## src/rtl/seq_shift_add_mult_if.sv

```systemverilog
// Operand/result bundle for seq_shift_add_mult.
// The requester drives the operands and start; the multiplier drives product, done and busy.
interface seq_shift_add_mult_if #(
    parameter int WIDTH = 8
);
    logic               start;
    logic               signed_mode;
    logic [WIDTH-1:0]   a;
    logic [WIDTH-1:0]   b;
    logic [2*WIDTH-1:0] product;
    logic               done;
    logic               busy;

    modport master (
        output start, signed_mode, a, b,
        input  product, done, busy
    );

    modport slave (
        input  start, signed_mode, a, b,
        output product, done, busy
    );
endinterface

```

## src/rtl/seq_shift_add_mult.sv

```systemverilog
// Sequential shift-and-add multiplier with early termination and signed/unsigned mode.
// One multiplier bit per cycle; accepts a new operation in IDLE or DONE.
module seq_shift_add_mult #(
    parameter int WIDTH     = 8,
    parameter bit SIGNED_EN = 1'b1
) (
    input  logic                clk,
    input  logic                reset,
    seq_shift_add_mult_if.slave bus
);
    typedef enum logic [1:0] {
        IDLE,
        CALC,
        DONE
    } state_t;

    state_t             r_state;
    state_t             w_next;
    logic [2*WIDTH-1:0] r_a_sh;
    logic [2*WIDTH-1:0] r_p;
    logic [2*WIDTH-1:0] r_product;
    logic [WIDTH-1:0]   r_b;
    logic               r_neg;

    logic               w_accept;
    logic               w_sgn;
    logic [WIDTH-1:0]   w_a_mag;
    logic [WIDTH-1:0]   w_b_mag;

    assign w_sgn    = SIGNED_EN && bus.signed_mode;
    assign w_accept = bus.start && ((r_state == IDLE) || (r_state == DONE));

    // The most negative operand negates to itself, which reads correctly as an unsigned magnitude.
    assign w_a_mag = (w_sgn && bus.a[WIDTH-1]) ? -bus.a : bus.a;
    assign w_b_mag = (w_sgn && bus.b[WIDTH-1]) ? -bus.b : bus.b;

    always_ff @(posedge clk or negedge reset) begin
        if (!reset) begin
            r_state <= IDLE;
        end else begin
            r_state <= w_next;
        end
    end

    always_comb begin
        w_next = r_state;
        case (r_state)
            IDLE:    if (w_accept) w_next = CALC;
            CALC:    if (r_b == '0) w_next = DONE;
            DONE:    w_next = w_accept ? CALC : IDLE;
            default: w_next = IDLE;
        endcase
    end

    always_ff @(posedge clk or negedge reset) begin
        if (!reset) begin
            r_a_sh    <= '0;
            r_p       <= '0;
            r_b       <= '0;
            r_neg     <= 1'b0;
            r_product <= '0;
        end else if (w_accept) begin
            r_a_sh <= {{WIDTH{1'b0}}, w_a_mag};
            r_b    <= w_b_mag;
            r_p    <= '0;
            r_neg  <= w_sgn && (bus.a[WIDTH-1] ^ bus.b[WIDTH-1]);
        end else if (r_state == CALC) begin
            if (r_b != '0) begin
                if (r_b[0]) begin
                    r_p <= r_p + r_a_sh;
                end
                r_a_sh <= r_a_sh << 1;
                r_b    <= r_b >> 1;
            end else begin
                r_product <= r_neg ? -r_p : r_p;
            end
        end
    end

    assign bus.product = r_product;
    assign bus.done    = (r_state == DONE);
    assign bus.busy    = (r_state == CALC);
endmodule

```

## src/flat_wrapper.sv

```systemverilog
// flat-port wrapper written by rule: the top's interface ports become plain ports
module seq_shift_add_mult_flat 
#(
    parameter int WIDTH     = 8,
    parameter bit SIGNED_EN = 1'b1
)
  (clk, reset, bus_start, bus_signed_mode, bus_a, bus_b, bus_product, bus_done, bus_busy);
  seq_shift_add_mult_if #(.WIDTH(WIDTH)) bus_i ();
  input  logic clk;
  input  logic reset;
  input wire logic [$bits(bus_i.start)-1:0] bus_start;
  input wire logic [$bits(bus_i.signed_mode)-1:0] bus_signed_mode;
  input wire logic [$bits(bus_i.a)-1:0] bus_a;
  input wire logic [$bits(bus_i.b)-1:0] bus_b;
  output wire logic [$bits(bus_i.product)-1:0] bus_product;
  output wire logic [$bits(bus_i.done)-1:0] bus_done;
  output wire logic [$bits(bus_i.busy)-1:0] bus_busy;
  assign bus_i.start = bus_start;
  assign bus_i.signed_mode = bus_signed_mode;
  assign bus_i.a = bus_a;
  assign bus_i.b = bus_b;
  assign bus_product = bus_i.product;
  assign bus_done = bus_i.done;
  assign bus_busy = bus_i.busy;
  seq_shift_add_mult #(.WIDTH(WIDTH), .SIGNED_EN(SIGNED_EN)) u_core (.clk(clk), .reset(reset), .bus(bus_i));
endmodule
```

## config.mk

```make
export PLATFORM = sky130hd
export DESIGN_NAME = seq_shift_add_mult_flat
export DESIGN_NICKNAME = d
export VERILOG_FILES = /design/src/rtl/seq_shift_add_mult_if.sv /design/src/rtl/seq_shift_add_mult.sv /design/src/flat_wrapper.sv
export SDC_FILE = /design/constraint.sdc
export NUM_CORES = 1
export LEC_CHECK = 0
export CELL_PAD_IN_SITES_DETAIL_PLACEMENT = 0
export CELL_PAD_IN_SITES_GLOBAL_PLACEMENT = 1
export CORE_MARGIN = 4
export CORE_UTILIZATION = 35
export CTS_CLUSTER_DIAMETER = 50
export DETAILED_ROUTE_END_ITERATION = 10
export PLACE_DENSITY = 0.71
export REMOVE_ABC_BUFFERS = 1
export SLEW_MARGIN = 15
export SYNTH_ARGS = -nofsm -noshare
export SYNTH_HDL_FRONTEND = slang
export SYNTH_SLANG_ARGS = --single-unit
```

## constraint.sdc

```tcl
create_clock -name clk -period 3.6 [get_ports clk]
set_input_delay 0.36 -clock clk [delete_from_list [all_inputs] [get_ports clk]]
set_output_delay 0.36 -clock clk [all_outputs]
set_load 0.05 [all_outputs]
```

== After elaboration in Yosys (flattened, before gate mapping) ==
Cells that the tools add are included.

* Register bits after elaboration: 59
* Input bits: 20
* Output and inout port bits: 18

* Add/sub/neg operators: 4
* Equal/unequal tests: 4
* Multiplexer cells: 17
* Bitwise gates (word level): 3
* Reductions and logical operators: 15

{| class="wikitable"
|+ Operators with widths
! kind !! number
|-
| $mux 16 || 8
|-
| $mux 8 || 5
|-
| $add 16x16->16 || 1
|-
| $neg 16->16 || 1
|-
| $neg 8->8 || 2
|-
| $logic_not 8->1 || 1
|-
| $reduce_bool 8->1 || 1
|-
| $pmux 2 s3 || 1
|-
| $reduce_and 3->1 || 2
|-
| $reduce_bool 2->1 || 3
|-
| $logic_and 1x1->1 || 4
|-
| $mux 2 || 2
|-
| $ne 2x1->1 const B || 2
|-
| $reduce_and 2->1 || 2
|-
| $eq 2x1->1 const B || 1
|-
| $eq 2x2->1 const B || 1
|-
| $logic_not 2->1 || 1
|-
| $not 1->1 || 2
|-
| $logic_or 1x1->1 || 1
|-
| $mux 1 || 1
|-
| $xor 1x1->1 || 1
|}

== Longest topological paths before layout ==
* Depth in word-level cells: 5
* Gate-level depth with buffers: 9
* Gate-level depth less buffers: 9

== Worst setup path after synthesis ==
No wires, ideal clock.

* Path kind: reg2reg
* From: register u_core.r_p[3]
* To: register u_core.r_p[15]
* Arrival: 2.191 ns
* Required time: 3.521 ns
* Setup slack: 1.329 ns
* Stages on the path, launching flop included: 8
* Path buffers: 0
* Period minus slack after synthesis: 2.271 ns
* Cell sequence: dfrtp_1 -> ha_1 -> and3_1 -> o21ai_0 -> a211oi_1 -> or2_2 -> o311ai_0 -> mux2i_1

* Longest elaborated chain between the ends: 5

{| class="wikitable"
|+ Ends and longest elaborated chain
! what !! RTL line !! text
|-
| start, declared || seq_shift_add_mult.sv:20 || <nowiki>logic [2*WIDTH-1:0] r_p;</nowiki>
|-
| start signal, assigned || seq_shift_add_mult.sv:70 || <nowiki>r_p <= r_p + r_a_sh;</nowiki>
|-
| $add 16x16->16 || seq_shift_add_mult.sv:70 ||
|-
| $mux 16 || seq_shift_add_mult.sv:69 || <nowiki>if (r_b[0]) begin</nowiki>
|-
| $mux 16 || seq_shift_add_mult.sv:68 || <nowiki>if (r_b != '0) begin</nowiki>
|-
| $mux 16 || seq_shift_add_mult.sv:67 || <nowiki>end else if (r_state == CALC) begin</nowiki>
|-
| $mux 16 || seq_shift_add_mult.sv:62 || <nowiki>end else if (w_accept) begin</nowiki>
|}

Every way passes these cells. The select of a mux whose other input is x is not followed.
A chain may end at the register's enable or synchronous reset.

== Worst setup path after layout ==
Ends and elaborated chain as after synthesis.

==> impl_metrics.toml <==
[worst_setup_path]
r2r_cells = 7
critPathCaptureType = "flip-flop"
critPathBufInv = 0
worstPathArrival_ns = 2.80
r2r_slack_ns = 1.05
required_ns = 3.85
startpoint_type = "flip-flop"
cp_slowest_cell = "dfrtp_1"
critPathKind = "reg -> reg"
regToRegStartpoint = "u_core.r_p[3]"
slowest_delay_ns = 0.47
crit_fanout = 8
reg2reg_to = "u_core.r_p[15]"
critical_path.top_delay_family = "compound AO/OA/AOI/OAI gates"
cp_cell_sequence = "ha_1 -> and3_1 -> o21ai_0 -> a211oi_1 -> or2_2 -> o311ai_0 -> mux2i_1"
path_depth = 7

[global_route]
grt_pass1_vias = 3054
grt_pass1_wl_mm = 14.9
track_usage_pct = 15.7
grt_max_degree = 40
gr-total-overflow = 0
antenna_found_initial = 0

[floorplanning]
pin_count = 38
initial_core_util_pct = 35.7
die_area_sq_um = 12100
rows = 37
core_sq_um = 10200
dieHeight_um = 110
fp.dieW_um = 110

[power_and_ir_drop]
p_int_mw = 2.10
seq_power_share_pct = 31.1
peakVddDrop_uv = 306
combPwrFrac_pct = 54.3
total_power_mw = 4.03
leakagePower_nw = 1.88
swShare_pct = 47.9
p_sw_mw = 1.93
power_frac_clock_pct = 14.6
p_per_area_nw_per_um2 = 925

[sta]
tns_ns = 0
final.period_utilization_pct = 70.8
period_minus_slack_ns = 2.55
rsz0062_at_grt = "false"
worst_hold_slack_ns = 0.155
tightest_slew_ns = 0.909
slew_headroom_pct = 39.4
hold_violations = 0
slew_violations = 0
max_freq_mhz = 392
setup_viol = 0
finClkSkew_ns = 0.00883

[logic_synthesis]
synth_edf_count = 0
yosysSeqAreaShare_pct = 40.4
synth_cells = 423
dominantRegCellSynth = "dfrtp_1"
ys_async_sr_fraction_pct = 100
syn_area_sq_um = 3650
ys_ff_latch = 59
ys_types = 47
synth.avg_cell_area_sq_um = 8.63
yosys_warnings = 0

[cts]
clock_sinks = 59
cts_tree = "built"
cts_max_path_buffers = 2
root_buffer = "clkbuf_8"
ctsHoldBuffers = 0
clk_transition_reported_paths_ns = 0.07
cts_made_buffers = 9
postCtsSetupRepairBufs = 0
htree_num_levels = 3
clk_latency_ns = 0.33
cts_resized = 0

[final_layout]
diodes = 0
n_fill_cell = 1041
area_growth_pct = 19.3
multi_input_area_sq_um = 2050
final_cells = 599
layout-drive-gt1-share_pct = 6.26
nNetsFinal = 497
ff_latch_area_sq_um = 1480

[placement]
gp_congestion = 0.867
placed_cells = 583
portBuffers = 37
dp_hpwl_mm = 6.60

[drt]
ant_nets = 0
vias = 3121
first_pass_iters = 4
wl_mm = 8.83
wl_per_cell_um = 14.7
via_per_inst = 5.21
initialDrtViolationCount = 133
drc_errors = 0

[flow_run]
max-cap-violations = 0

[hold_path]
hp-class = "in -> async"

[status]
status = "finished clean"
cell type report:
class | instances | area share (%)
multi-input combinational | 330 | 47.1
sequential | 59 | 33.9
timing repair buffer | 42 | 9.25
tap | 136 | 3.91
clock buffer | 9 | 2.84
clock inverter | 7 | 1.58
inverter | 16 | 1.38
power groups by stage:
stage	logic, mW	clock network, mW	registers, mW
after CTS	2.21	0.610	1.25
after global placement	2.20	0	1.25
final	2.18	0.588	1.25
after floorplan	1.37	0	1.43
after detailed placement	2.20	0	1.26
after global routing	2.46	0.647	1.29
worst max-delay path by stage:
stage | slack, ns | startpoint | endpoint
finish | 1.05 | u_core.r_p[3] | u_core.r_p[15]
global route | 0.77 | u_core.r_p[3] | u_core.r_p[15]
CTS | 1.05 | u_core.r_p[3] | u_core.r_p[15]
detailed placement | 1.10 | u_core.r_p[3] | u_core.r_p[15]
global placement | 1.18 | u_core.r_p[3] | u_core.r_p[15]
floorplan | 0.45 | u_core.r_state[0] | u_core.r_p[15]
cells by family after synthesis:
kind of cell / Yosys count / synth area share (%)
XOR/XNOR: 34 / 8.16
AO/OA/AOI/OAI: 121 / 20.5
flip-flops: 59 / 40.4
adder cells (fa/ha/maj): 19 / 6.72
AND/OR/NAND/NOR: 150 / 19.0
buffers and inverters: 34 / 3.50
multiplexers: 6 / 1.65
cell usage in the layout, fill, tap and decap left out, drive strengths merged, types with 2 or more instances in the layout:
cell           instances
nor4                   4
and3                   4
nor2                  21
mux2i                  6
o21ai                 49
nand4                  4
xnor2                 12
nand2b                 3
a22oi                  4
clkinv                 4
dfrtp                 59
o21a                   3
clkdlybuf4s50         36
a21oi                 24
a31oi                  9
a21o                   4
clkinvlp               2
a211oi                 5
o31ai                  6
inv                   16
or4                    3
nor3                  11
ha                    18
o31a                   2
nand3                 24
nor2b                  4
o21bai                 2
buf                    6
xor2                  22
and2                   2
o41ai                  4
or2                    2
clkbuf                 9
nand2                 65
synth_stat cells (2+ instances only):
library cell / instances / area share, %
nand2_1: 65 / 6.7
dfrtp_1: 59 / 40
o21ai_0: 48 / 6.6
a21oi_1: 24 / 3.3
nand3_1: 24 / 3.3
xor2_1: 22 / 5.3
nor2_1: 21 / 2.2
ha_1: 18 / 6.2
inv_1: 16 / 1.6
clkbuf_1: 15 / 1.5
xnor2_1: 12 / 2.9
nor3_1: 11 / 1.5
a31oi_1: 9 / 1.5
mux2i_1: 6 / 1.6
o31ai_1: 6 / 1.2
a211oi_1: 5 / 1.0
a21o_1: 4 / 0.82
a22oi_1: 4 / 0.82
and3_1: 4 / 0.69
nand4_1: 4 / 0.69
nor2b_1: 4 / 0.69
nor4_1: 4 / 0.69
buf_1: 3 / 0.31
nand2b_1: 3 / 0.51
o21a_1: 3 / 0.62
o41ai_1: 3 / 0.72
and2_1: 2 / 0.34
o21bai_1: 2 / 0.41
o31a_1: 2 / 0.48
or2_2: 2 / 0.34
or4_4: 2 / 0.62
metal layers:
| metal | part of all wire (%) | global-route usage [%] |
|---|---|---|
| met1 | 49 | 21.4 |
| met2 | 47 | 25.7 |
| met3 | 3.8 | 2.50 |
| met4 | 0.96 | 4.84 |
| met5 | 0 | 0 |
state kept, by name, summed over array words and instances, names as in the netlist:
name	flops
u_core.r_p	16
u_core.r_neg	1
u_core.r_b	8
u_core.r_state	2
u_core.bus.product	16
u_core.r_a_sh	16
through the flow:
stage	cell area (sq um)	utilization, %	worst slack, ns
floorplan	3580	-	0.452
global placement	4160	40.6	1.18
detailed placement	4160	40.6	1.10
CTS	4350	42.5	1.05
global route	4350	42.6	0.772
finish	4350	42.6	1.05
(Power assumes the default switching activity.)
